## src/rtl/l2_snack_if.sv

```systemverilog
// rtl/l2_snack_if.sv - L1/L2 miss request, snoop-ack and displacement signal bundle
interface l2_snack_if;
  logic       l1tol2_req_valid;
  logic       l1tol2_req_retry;
  logic [2:0] l1tol2_req;
  logic       l2tol1_snack_valid;
  logic [4:0] l2tol1_snack;
  logic       l1tol2_disp_valid;
  logic [2:0] l1tol2_disp;

  modport master (
    output l1tol2_req_valid, l1tol2_req, l1tol2_disp_valid, l1tol2_disp,
    input  l1tol2_req_retry, l2tol1_snack_valid, l2tol1_snack
  );

  modport slave (
    input  l1tol2_req_valid, l1tol2_req, l1tol2_disp_valid, l1tol2_disp,
    output l1tol2_req_retry, l2tol1_snack_valid, l2tol1_snack
  );
endinterface

```

## src/rtl/l2_snack_responder.sv

```systemverilog
// rtl/l2_snack_responder.sv - L2 responder: queues L1 miss requests, returns one snack each after LATENCY
// Optional macro L2_SNACK_UPGRADE_EN: grant ACK_M to a REQ_S when no other queued REQ_S is waiting.
module l2_snack_responder #(
  parameter int DEPTH      = 4,
  parameter int LATENCY    = 3,
  parameter int DISP_CNT_W = 8
) (
  input  logic                  clk,
  input  logic                  reset,
  l2_snack_if.slave             bus,
  output logic                  busy,
  output logic [DISP_CNT_W-1:0] disp_count,
  output logic                  err_sticky
);
  localparam logic [2:0] SC_CMD_REQ_S  = 3'b001;
  localparam logic [2:0] SC_CMD_REQ_M  = 3'b010;
  localparam logic [4:0] SC_SCMD_ACK_S = 5'h11;
  localparam logic [4:0] SC_SCMD_ACK_M = 5'h12;

  localparam int AW = $clog2(DEPTH);
  localparam int CW = AW + 1;
  localparam int WW = (LATENCY > 1) ? $clog2(LATENCY) : 1;

  typedef enum logic [1:0] {IDLE = 2'd0, WAIT = 2'd1, RESP = 2'd2} state_t;

  state_t          state_q, state_d;
  logic [2:0]      mem_q [DEPTH];
  logic [2:0]      mem_d [DEPTH];
  logic [AW-1:0]   wr_ptr_q, wr_ptr_d, rd_ptr_q, rd_ptr_d;
  logic [CW-1:0]   count_q, count_d;
  logic [WW-1:0]   wcnt_q, wcnt_d;
  logic            snack_valid_q, snack_valid_d;
  logic [4:0]      snack_q, snack_d;
  logic            err_q, err_d;
  logic [DISP_CNT_W-1:0] disp_q, disp_d;

  logic            full, push, pop, head_known, sole_s;
  logic [2:0]      head;
  logic [4:0]      head_ack;
  logic            unused_disp;

  assign unused_disp          = ^bus.l1tol2_disp;
  assign full                 = (count_q == CW'(DEPTH));
  assign bus.l1tol2_req_retry = full | reset;
  assign push                 = bus.l1tol2_req_valid & ~bus.l1tol2_req_retry;
  assign pop                  = (state_q == RESP);
  assign head                 = mem_q[rd_ptr_q];

`ifdef L2_SNACK_UPGRADE_EN
  // The head itself is excluded: only later queued REQ_S entries block the upgrade.
  always_comb begin
    sole_s = 1'b1;
    for (int i = 1; i < DEPTH; i++) begin
      if ((CW'(i) < count_q) && (mem_q[rd_ptr_q + AW'(i)] == SC_CMD_REQ_S)) begin
        sole_s = 1'b0;
      end
    end
  end
`else
  assign sole_s = 1'b0;
`endif

  always_comb begin
    head_known = 1'b1;
    head_ack   = 5'd0;
    case (head)
      SC_CMD_REQ_S: head_ack = sole_s ? SC_SCMD_ACK_M : SC_SCMD_ACK_S;
      SC_CMD_REQ_M: head_ack = SC_SCMD_ACK_M;
      default:      head_known = 1'b0;
    endcase
  end

  always_comb begin
    state_d = state_q;
    wcnt_d  = wcnt_q;
    case (state_q)
      IDLE: begin
        if (count_q != '0) begin
          if (LATENCY > 1) begin
            wcnt_d  = WW'(LATENCY - 1);
            state_d = WAIT;
          end else begin
            state_d = RESP;
          end
        end
      end
      WAIT: begin
        wcnt_d = wcnt_q - WW'(1);
        if (wcnt_q == WW'(1)) state_d = RESP;
      end
      RESP:    state_d = IDLE;
      default: state_d = IDLE;
    endcase

    // Snack is registered on entry to RESP so the pulse coincides with the RESP cycle.
    snack_valid_d = (state_d == RESP) && (state_q != RESP) && head_known;
    snack_d       = snack_valid_d ? head_ack : 5'd0;
    err_d         = err_q | (pop & ~head_known);

    mem_d = mem_q;
    if (push) mem_d[wr_ptr_q] = bus.l1tol2_req;
    wr_ptr_d = wr_ptr_q + AW'(push);
    rd_ptr_d = rd_ptr_q + AW'(pop);
    case ({push, pop})
      2'b10:   count_d = count_q + CW'(1);
      2'b01:   count_d = count_q - CW'(1);
      default: count_d = count_q;
    endcase

    disp_d = disp_q;
    if (bus.l1tol2_disp_valid && (disp_q != '1)) disp_d = disp_q + DISP_CNT_W'(1);
  end

  always_ff @(posedge clk) begin
    if (reset) begin
      state_q       <= IDLE;
      wr_ptr_q      <= '0;
      rd_ptr_q      <= '0;
      count_q       <= '0;
      wcnt_q        <= '0;
      snack_valid_q <= 1'b0;
      snack_q       <= 5'd0;
      err_q         <= 1'b0;
      disp_q        <= '0;
    end else begin
      state_q       <= state_d;
      wr_ptr_q      <= wr_ptr_d;
      rd_ptr_q      <= rd_ptr_d;
      count_q       <= count_d;
      wcnt_q        <= wcnt_d;
      snack_valid_q <= snack_valid_d;
      snack_q       <= snack_d;
      err_q         <= err_d;
      disp_q        <= disp_d;
    end
  end

  always_ff @(posedge clk) begin
    mem_q <= mem_d;
  end

  assign bus.l2tol1_snack_valid = snack_valid_q;
  assign bus.l2tol1_snack       = snack_q;
  assign busy                   = (count_q != '0) || (state_q != IDLE);
  assign disp_count             = disp_q;
  assign err_sticky             = err_q;
endmodule

```

## src/flat_wrapper.sv

```systemverilog
// flat-port wrapper written by rule: the top's interface ports become plain ports
module l2_snack_responder_flat 
#(
  parameter int DEPTH      = 4,
  parameter int LATENCY    = 3,
  parameter int DISP_CNT_W = 8
)
  (clk, reset, busy, disp_count, err_sticky, bus_l1tol2_req_valid, bus_l1tol2_req, bus_l1tol2_disp_valid, bus_l1tol2_disp, bus_l1tol2_req_retry, bus_l2tol1_snack_valid, bus_l2tol1_snack);
  l2_snack_if bus_i ();
  input  logic clk;
  input  logic reset;
  output logic busy;
  output logic [DISP_CNT_W-1:0] disp_count;
  output logic err_sticky;
  input wire logic [$bits(bus_i.l1tol2_req_valid)-1:0] bus_l1tol2_req_valid;
  input wire logic [$bits(bus_i.l1tol2_req)-1:0] bus_l1tol2_req;
  input wire logic [$bits(bus_i.l1tol2_disp_valid)-1:0] bus_l1tol2_disp_valid;
  input wire logic [$bits(bus_i.l1tol2_disp)-1:0] bus_l1tol2_disp;
  output wire logic [$bits(bus_i.l1tol2_req_retry)-1:0] bus_l1tol2_req_retry;
  output wire logic [$bits(bus_i.l2tol1_snack_valid)-1:0] bus_l2tol1_snack_valid;
  output wire logic [$bits(bus_i.l2tol1_snack)-1:0] bus_l2tol1_snack;
  assign bus_i.l1tol2_req_valid = bus_l1tol2_req_valid;
  assign bus_i.l1tol2_req = bus_l1tol2_req;
  assign bus_i.l1tol2_disp_valid = bus_l1tol2_disp_valid;
  assign bus_i.l1tol2_disp = bus_l1tol2_disp;
  assign bus_l1tol2_req_retry = bus_i.l1tol2_req_retry;
  assign bus_l2tol1_snack_valid = bus_i.l2tol1_snack_valid;
  assign bus_l2tol1_snack = bus_i.l2tol1_snack;
  l2_snack_responder #(.DEPTH(DEPTH), .LATENCY(LATENCY), .DISP_CNT_W(DISP_CNT_W)) u_core (.clk(clk), .reset(reset), .bus(bus_i), .busy(busy), .disp_count(disp_count), .err_sticky(err_sticky));
endmodule
```

## config.mk

```make
export PLATFORM = sky130hd
export DESIGN_NAME = l2_snack_responder_flat
export DESIGN_NICKNAME = d
export VERILOG_FILES = /design/src/rtl/l2_snack_if.sv /design/src/rtl/l2_snack_responder.sv /design/src/flat_wrapper.sv
export SDC_FILE = /design/constraint.sdc
export NUM_CORES = 1
export LEC_CHECK = 0
export CAP_MARGIN = 30
export CORE_MARGIN = 1
export CORE_UTILIZATION = 45
export CTS_BUF_LIST = sky130_fd_sc_hd__clkbuf_8
export CTS_CLUSTER_DIAMETER = 30
export CTS_CLUSTER_SIZE = 10
export DETAILED_ROUTE_END_ITERATION = 8
export DONT_BUFFER_PORTS = 1
export HOLD_SLACK_MARGIN = 0.06
export PLACE_DENSITY_LB_ADDON = 0.2
export RECOVER_POWER = 50
export SYNTH_ARGS = -nofsm -noshare
export SYNTH_HDL_FRONTEND = slang
export SYNTH_SLANG_ARGS = --single-unit
```

## constraint.sdc

```tcl
create_clock -name clk -period 2.5 [get_ports clk]
set_input_delay 0.125 -clock clk [delete_from_list [all_inputs] [get_ports clk]]
set_output_delay 0.125 -clock clk [all_outputs]
set_load 0.005 [all_outputs]
```

# == Yosys cells after proc, flatten, opt, wreduce, memory -nomap -nowiden ==
# Cells that the tools add are included.
# word_totals
ff_bits,38
inputBits,10
output_inout_bits,17
wordCells,70
# op_classes
n_addsub,6
magnitude_cmp,3
eq_ne,12
n_mux,14
n_bitwise,9
reduce_logical,13
# op_table
cell,count
bitwise mux 12 bit,1
case mux 5 bit (2 select lines),1
two-way mux 3 bit,3
"adder 8 x 1 -> 8 bit, second input constant",1
"!= test 8 bit, second input constant",1
case mux 2 bit (2 select lines),2
binary-select mux 3 bit (select 2 bit),1
demux 3 bit (select 2 bit),1
"== test 2 x 1 -> 1 bit, second input constant",3
"== test 2 bit, second input constant",3
"greater-or-equal comparator 3 bit, second input constant",2
two-way mux 2 bit,3
inverter 2 -> 3 bit,2
case mux 3 bit (2 select lines),1
nonzero test 2 bit,3
adder 2 x 1 -> 2 bit,2
logical AND 1 bit,4
OR reduction 2 bit,2
"adder 3 x 1 -> 3 bit, second input constant",1
"== test 3 x 1 -> 1 bit, second input constant",1
"== test 3 x 2 -> 1 bit, second input constant",1
"== test 3 bit, second input constant",1
"< comparator 3 x 1 -> 1 bit, second input constant",1
inverter 1 bit,3
11 further kinds,13

# == Depth between registers and ports, before layout ==
# Gate-level depths: netlist of run 1.
# depth
depth_word,10
mapped_depth,9
depth_no_buf,9

# == Worst setup path before layout of run 1 ==
# OpenSTA, ideal clock, no wires.
# synth_path
path_kind,register -> register
start,reg u_core.count_q[0]
end,reg u_core.count_q[2]
setup_time_ns,0.071
arrival_time_ns,1.808
t_required_ns,2.429
slack_ns,0.622
stages_incl_launch_ff,10
path_buffers,0
synth_period_minus_slack_ns,1.878
cell_sequence,dfxtp_1 inv_1 a31oi_1 nand2_1 ha_1 inv_1 fa_1 xor2_1 or3_1 a21oi_1
# synth_via
elab_chain_len,6
elab_cells_between_ends,10
classes_between,add/sub: 2; eq/ne: 3; mux: 1; bitwise: 3; reduce/logical: 1
# synth_lines
element,line_no,source
"start, declared",l2_snack_responder.sv:30,"logic [CW-1:0] count_q, count_d;"
"start signal, assigned",l2_snack_responder.sv:129,count_q <= count_d;
== test 3 bit,l2_snack_responder.sv:43,assign full = (count_q == CW'(DEPTH));
OR 1 bit,l2_snack_responder.sv:44,assign bus.l1tol2_req_retry = full | reset;
inverter 1 bit,l2_snack_responder.sv:45,assign push = bus.l1tol2_req_valid & ~bus.l1tol2_req_retry;
AND 1 bit,l2_snack_responder.sv:45,
== test 2 x 1 -> 1 bit or == test 2 bit (tied branches),l2_snack_responder.sv:104,"case ({push, pop})"
case mux 3 bit (2 select lines) or nonzero test 2 bit (tied branches),--,
# Parallel ways exist; a longest one is shown, timed or not.
# A chain may end at the register's enable or synchronous reset.

# == Worst setup path after layout of run 1 ==
# Same ends and word-level chain as after synthesis.

==> results.cfg, run 1 <==
[routing]
drtAntennaViolNets = 0
drc_errors = 0
dr.pass1.iters = 4
num_vias = 958
drtIter0Drc = 65
routedWlPerCell_um = 13.3
wirelength_um = 2470
via_per_inst = 5.15

[cells_and_area]
final_layout_size_suffix_gt1_frac = 0.106
final_common_cell = dfxtp_1
fin_util = 0.536
diodes = 0
area_delta_synth_final_pct = 11.0
layout_common_cells = dfxtp_1, nor2_1, inv_1, edfxtp_1, a21oi_1
final_nets = 157

[grt]
grt_pass1_wl_um = 4250
antenna_found_initial = 0
grt_pass1_vias = 922
grt_use_total = 0.173
grt_overflow = 0
grt_max_degree = 21

[timing]
finalSetupViolCount = 0
timing.slew.headroom = 0.465
tns_ns = 0
rsz0062_at_grt = false
clock_skew_ns = 0.00626
fin_crit_sh = 0.836
hold_viol = 0
hold_slack_ns = 0.121
fmax_ghz = 0.479
tightest_slew_ns = 0.800
slew_viol_final = 0
min_period_ns = 2.09

[floorplan]
core.rowCount = 20
chipHeight_um = 60.0
dieArea_um2 = 3590
die-width_um = 60.0
start_util = 0.483
core_um2 = 3130
ios = 27

[power]
max-vdd-ir-drop_v = 0.000330
p_leak_nw = 0.606
power_density_nw_per_um2 = 676

[yosys]
yosysSeqAreaShare = 0.556
synth_cells = 133
synth_seq_cells = 36
synth_area_leaders = dfxtp_1, edfxtp_1, mux4_2
yosysTopAreaCellShare = 0.318
synth_cell_types = 37
netlist_area_um2 = 1510
yosysWarnings = 0
synth_largest_area_cell = dfxtp_1
syn_avg_cell_area_um2 = 11.4

[setup_path]
path_class = register to register
crit_family = adder cells
crit_chain = inv_1 -> a31oi_1 -> nand2_1 -> ha_1 -> inv_1 -> fa_1 -> xor2_1 -> or3_1 -> a21oi_1
cp-start-kind = register
critPathMaxStageDelay_ns = 0.38
critPathSlowestCell = fa_1
arrival_ns = 2.30
worstSetupEndpointType = register
crit_required_ns = 2.71
crit_buf_inv = 2
cpMostUsedCell = inv_1
crit_fanout = 5

[clock_network]
h-tree-depth = 2
post_cts_buffers = 0
cts_tree = yes
cts_buffers = 5
cts_resized = 0
clock_path_buffers = 2
path_clk_slew_ns = 0.07
cts_root_buffer = clkbuf_8
cts.sinks = 36
clk_latency_ns = 0.29

[outcome]
outcome = complete, no violations

[run]
cap_violations = 0

[min_path]
hp-class = primary input to register

[placed_design]
io_buffers = 0
dp_hpwl_um = 1710
place.gp.congestion = 0.696
==> metrics by stage <==
stage               power [mW]  std cells  area (µm²)  setup WS (ns)
detailed placement       0.727        174        1550          0.439
global placement         0.721        174        1550          0.488
finish                    1.13        186        1680          0.411
CTS                       1.15        186        1680          0.411
global route              1.20        186        1680          0.212
floorplan                0.717        134        1520          0.622
==> layout make-up <==
class | count | area, µm²
fillers | 262 | 1450
flip-flops and latches | 36 | 841
multi-input cells | 84 | 614
clock buffers | 6 | 82.6
well taps | 44 | 55.1
repair buffers | 4 | 40.0
inverters | 10 | 37.5
clock inverters | 2 | 7.51
==> routing by layer <==
| metal | track usage | part of all wire | up-vias |
|---|---|---|---|
| li1 | - | - | 478 |
| met1 | 0.213 | 0.46 | 446 |
| met2 | 0.248 | 0.45 | 29 |
| met3 | 0.0909 | 0.069 | 5 |
| met4 | 0.0864 | 0.019 | 0 |
| met5 | 0 | 0 | - |
==> path summary, 6_finish.rpt <==
kind                               from                   end  slack, ns  depth (start not counted)
hold / removal    bus_l1tol2_disp_valid  u_core.disp_count[0]       0.12                          3
setup reg to reg      u_core.count_q[0]     u_core.count_q[2]       0.41                          9
hold reg to reg       u_core.err_sticky     u_core.err_sticky       0.48                          2
setup / recovery      u_core.count_q[0]     u_core.count_q[2]       0.41                          9
==> report_power, final <==
group / internal (mW) / switching, mW / leakage [nW] / total, mW
combinational: 0.0381 / 0.0455 / 0.248 / 0.0836
clock: 0.216 / 0.192 / 0.0538 / 0.408
sequential: 0.626 / 0.0171 / 0.304 / 0.643
total: 0.880 / 0.254 / 0.606 / 1.13
==> registers in the layout, summed over array words and instances (netlist names) <==
| name | cells |
|---|---|
| u_core.err_sticky | 1 |
| u_core.bus.l2tol1_snack_valid | 1 |
| u_core.bus.l2tol1_snack | 3 |
| u_core.state_q | 2 |
| u_core.disp_count | 8 |
| u_core.rd_ptr_q | 2 |
| u_core.wcnt_q | 2 |
| u_core.wr_ptr_q | 2 |
| u_core.count_q | 3 |
| u_core.mem_q | 12 |
==> synthesized netlist by cell type <==
cell type and count:
nand2_1 4, nor4_1 1, and4b_1 1, and3_1 2, conb_1 1, mux4_2 3
and2b_1 1, nor4b_1 1, xnor2_1 3, buf_4 2, mux2i_1 1, nand2b_4 1
clkbuf_1 2, nor3_1 5, nand2b_1 1, dfxtp_1 24, o31ai_2 1, fa_1 1
nand4_1 3, and4_1 1, xor2_1 3, nand3_1 1, nor2_1 14, a21oi_1 8
xnor2_2 1, nor3b_1 6, nor2b_1 2, edfxtp_1 12, or3_1 3, inv_1 10
o21ai_2 1, ha_1 5, o21ai_0 4, or3b_2 1, a21oi_2 1, and2_1 1
a31oi_1 1
==> worst reg2reg max path, delay by kind of cell (launching register included) <==
family,cells,cell delay (ns)
XOR/XNOR,1,0.18
flip-flops,1,0.33
AO/OA/AOI/OAI,2,0.26
buffers and inverters,2,0.16
AND/OR/NAND/NOR,2,0.50
adder cells (fa/ha/maj),2,0.59
==> what timing repair did <==
item | in CTS | in global routing
hold buffers | 4 | 0
hold endpoints to repair | 34 | 0
setup endpoints to repair | 0 | 0
==> cells by family (layout without fill, tap and decap cells) <==
family	count (synthesis)	count (layout)	share of synthesized area
adders and majority gates	6	6	0.0546
xor gates and xnor gates	7	7	0.0455
buffers and inverters	14	22	0.0397
DFF	36	36	0.556
and+or+nand+nor	49	49	0.186
muxes	4	4	0.0513
AOI/OAI and AO/OA	16	16	0.0637
other	1	2	0.00248
Power figures use the tool's default switching activity.
==> inputs of run 2 (changes only) <==
==> constraint.sdc (replaced) <==
create_clock -name clk -period 2.15 [get_ports clk]
set_input_delay 0.1075 -clock clk [delete_from_list [all_inputs] [get_ports clk]]
set_output_delay 0.1075 -clock clk [all_outputs]
set_load 0.005 [all_outputs]
==> run 2 against run 1 <==
Compared with the run above:
- non-clock buffer count increased by 1
- final cell count increased by 0.54%
- combinational power increased by 18%
- register-to-register slack got worse by 0.27 ns
- maximum frequency increased by 3.8%
- critical endpoint unchanged
- largest cell class unchanged
==> results.cfg, run 2 (same netlist as run 1, synthesis figures left out) <==
[cells_and_area]
final_common_cell = dfxtp_1
diodes = 0
layout_common_cells = dfxtp_1, nor2_1, edfxtp_1, inv_1, a21oi_1
final_nets = 158
area_delta_synth_final_pct = 12.7
final_layout_size_suffix_gt1_frac = 0.126
top_register = u_core.mem_q
largest_reg_flops = 12

[setup_path]
crit_chain = inv_1 -> a31oi_1 -> nand2_1 -> ha_1 -> inv_1 -> fa_1 -> xor2_1 -> or3_1 -> a21oi_1
crit_buf_inv = 2
path_class = register to register
crit_family = adder cells
cpMostUsedCell = inv_1
reg2reg_from = u_core.count_q[1]
worstSetupEndpointType = register
crit_fanout = 3
critPathSlowestCell = fa_1
arrival_ns = 2.22
critPathMaxStageDelay_ns = 0.38
cp-start-kind = register
crit_required_ns = 2.36
cp-startpoint = u_core.count_q[1]

[grt]
antenna_found_initial = 0
grt_max_degree = 21
grt_overflow = 0
grt_pass1_wl_um = 4010
grt_pass1_vias = 900
grt_use_total = 0.159

[floorplan]
core_um2 = 3130
chipHeight_um = 60.0
start_util = 0.483
core.rowCount = 20
ios = 27
die-width_um = 60.0
dieArea_um2 = 3590

[power]
power_density_nw_per_um2 = 831
max-vdd-ir-drop_v = 0.000407
p_leak_nw = 0.616

[clock_network]
clock_path_buffers = 2
clk_latency_ns = 0.28
post_cts_buffers = 0
h-tree-depth = 2
cts.sinks = 36
cts_buffers = 5
path_clk_slew_ns = 0.07
cts_root_buffer = clkbuf_8
cts_tree = yes

[routing]
wirelength_um = 2430
drtAntennaViolNets = 0
via_per_inst = 5.07
drtIter0Drc = 32
num_vias = 949
dr.pass1.iters = 4
routedWlPerCell_um = 13.0
drc_errors = 0

[timing]
rsz0062_at_grt = false
slew_viol_final = 0
min_period_ns = 2.01
clock_skew_ns = 0.00724
tightest_slew_ns = 0.747
tns_ns = 0
finalSetupViolCount = 0
fmax_ghz = 0.497
hold_viol = 0
hold_slack_ns = 0.115
timing.slew.headroom = 0.500
fin_crit_sh = 0.936

[outcome]
outcome = complete, no violations

[placed_design]
dp_hpwl_um = 1730
io_buffers = 0
place.gp.congestion = 0.697

[min_path]
hp-class = primary input to register
min-delay-start = bus_l1tol2_disp_valid

[run]
cap_violations = 0
-- run 2: cell count changes in the layout (fill, tap and decap cells not counted), sizes merged --
cell	delta
buf	+1
bufinv	+1
clkbuf	-1
clkinv	+1
inv	-1
-- run 2: per-layer routing --
metal / global-route usage / vias up / wire length [µm]
met2: 0.237 / 25 / 1170
met3: 0.0649 / 2 / 145
met4: 0.0897 / 0 / 22
li1: - / 481 / -
met5: 0 / - / 0
met1: 0.195 / 441 / 1100
-- run 2: path summary, 6_finish.rpt --
kind | endpoint | slack [ns] | depth (start not counted)
worst min register to register | u_core.err_sticky | 0.47 | 2
worst min-delay path | u_core.disp_count[0] | 0.11 | 3
worst max-delay path | u_core.count_q[2] | 0.14 | 9
worst max register to register | u_core.count_q[2] | 0.14 | 9
-- run 2: cell type report --
class / count / area, µm²
fill: 265 / 1420
tap: 44 / 55.1
clock buffer: 5 / 68.8
timing repair buffer: 5 / 47.5
sequential: 36 / 842
clock inverter: 3 / 38.8
inverter: 10 / 37.5
multi-input combinational: 84 / 614
-- run 2: stage by stage --
step	total power [mW]	setup slack, ns	std cells	utilization	area (µm²)
after floorplan	0.834	0.272	134	-	1520
after global placement	0.840	0.218	175	0.497	1560
after detailed placement	0.848	0.123	175	0.497	1560
after CTS	1.44	0.0924	187	0.544	1700
after global routing	1.47	0.0339	187	0.545	1700
final	1.42	0.138	187	0.545	1700
-- run 2: repair_timing --
item / in CTS / in global routing
setup endpoints to repair: 0 / 1
endpoints found under the hold margin: 36 / 0
hold buffers: 4 / 0
resized for setup: 0 / 1
-- run 2: where the power goes --
part | switching [mW] | leakage, nW | total, mW | internal, mW
Sequential | 0.0197 | 0.304 | 0.747 | 0.727
Combinational | 0.0529 | 0.253 | 0.0985 | 0.0457
Clock | 0.231 | 0.0593 | 0.570 | 0.339
-- run 2: worst register-to-register path: cells and delay by family, from the launching register on --
kind | cells | cell delay [ns]
AO/OA/AOI/OAI | 2 | 0.25
XOR/XNOR | 1 | 0.18
adder cells (fa/ha/maj) | 2 | 0.57
buffers and inverters | 2 | 0.16
flip-flops | 1 | 0.33
AND/OR/NAND/NOR | 2 | 0.45
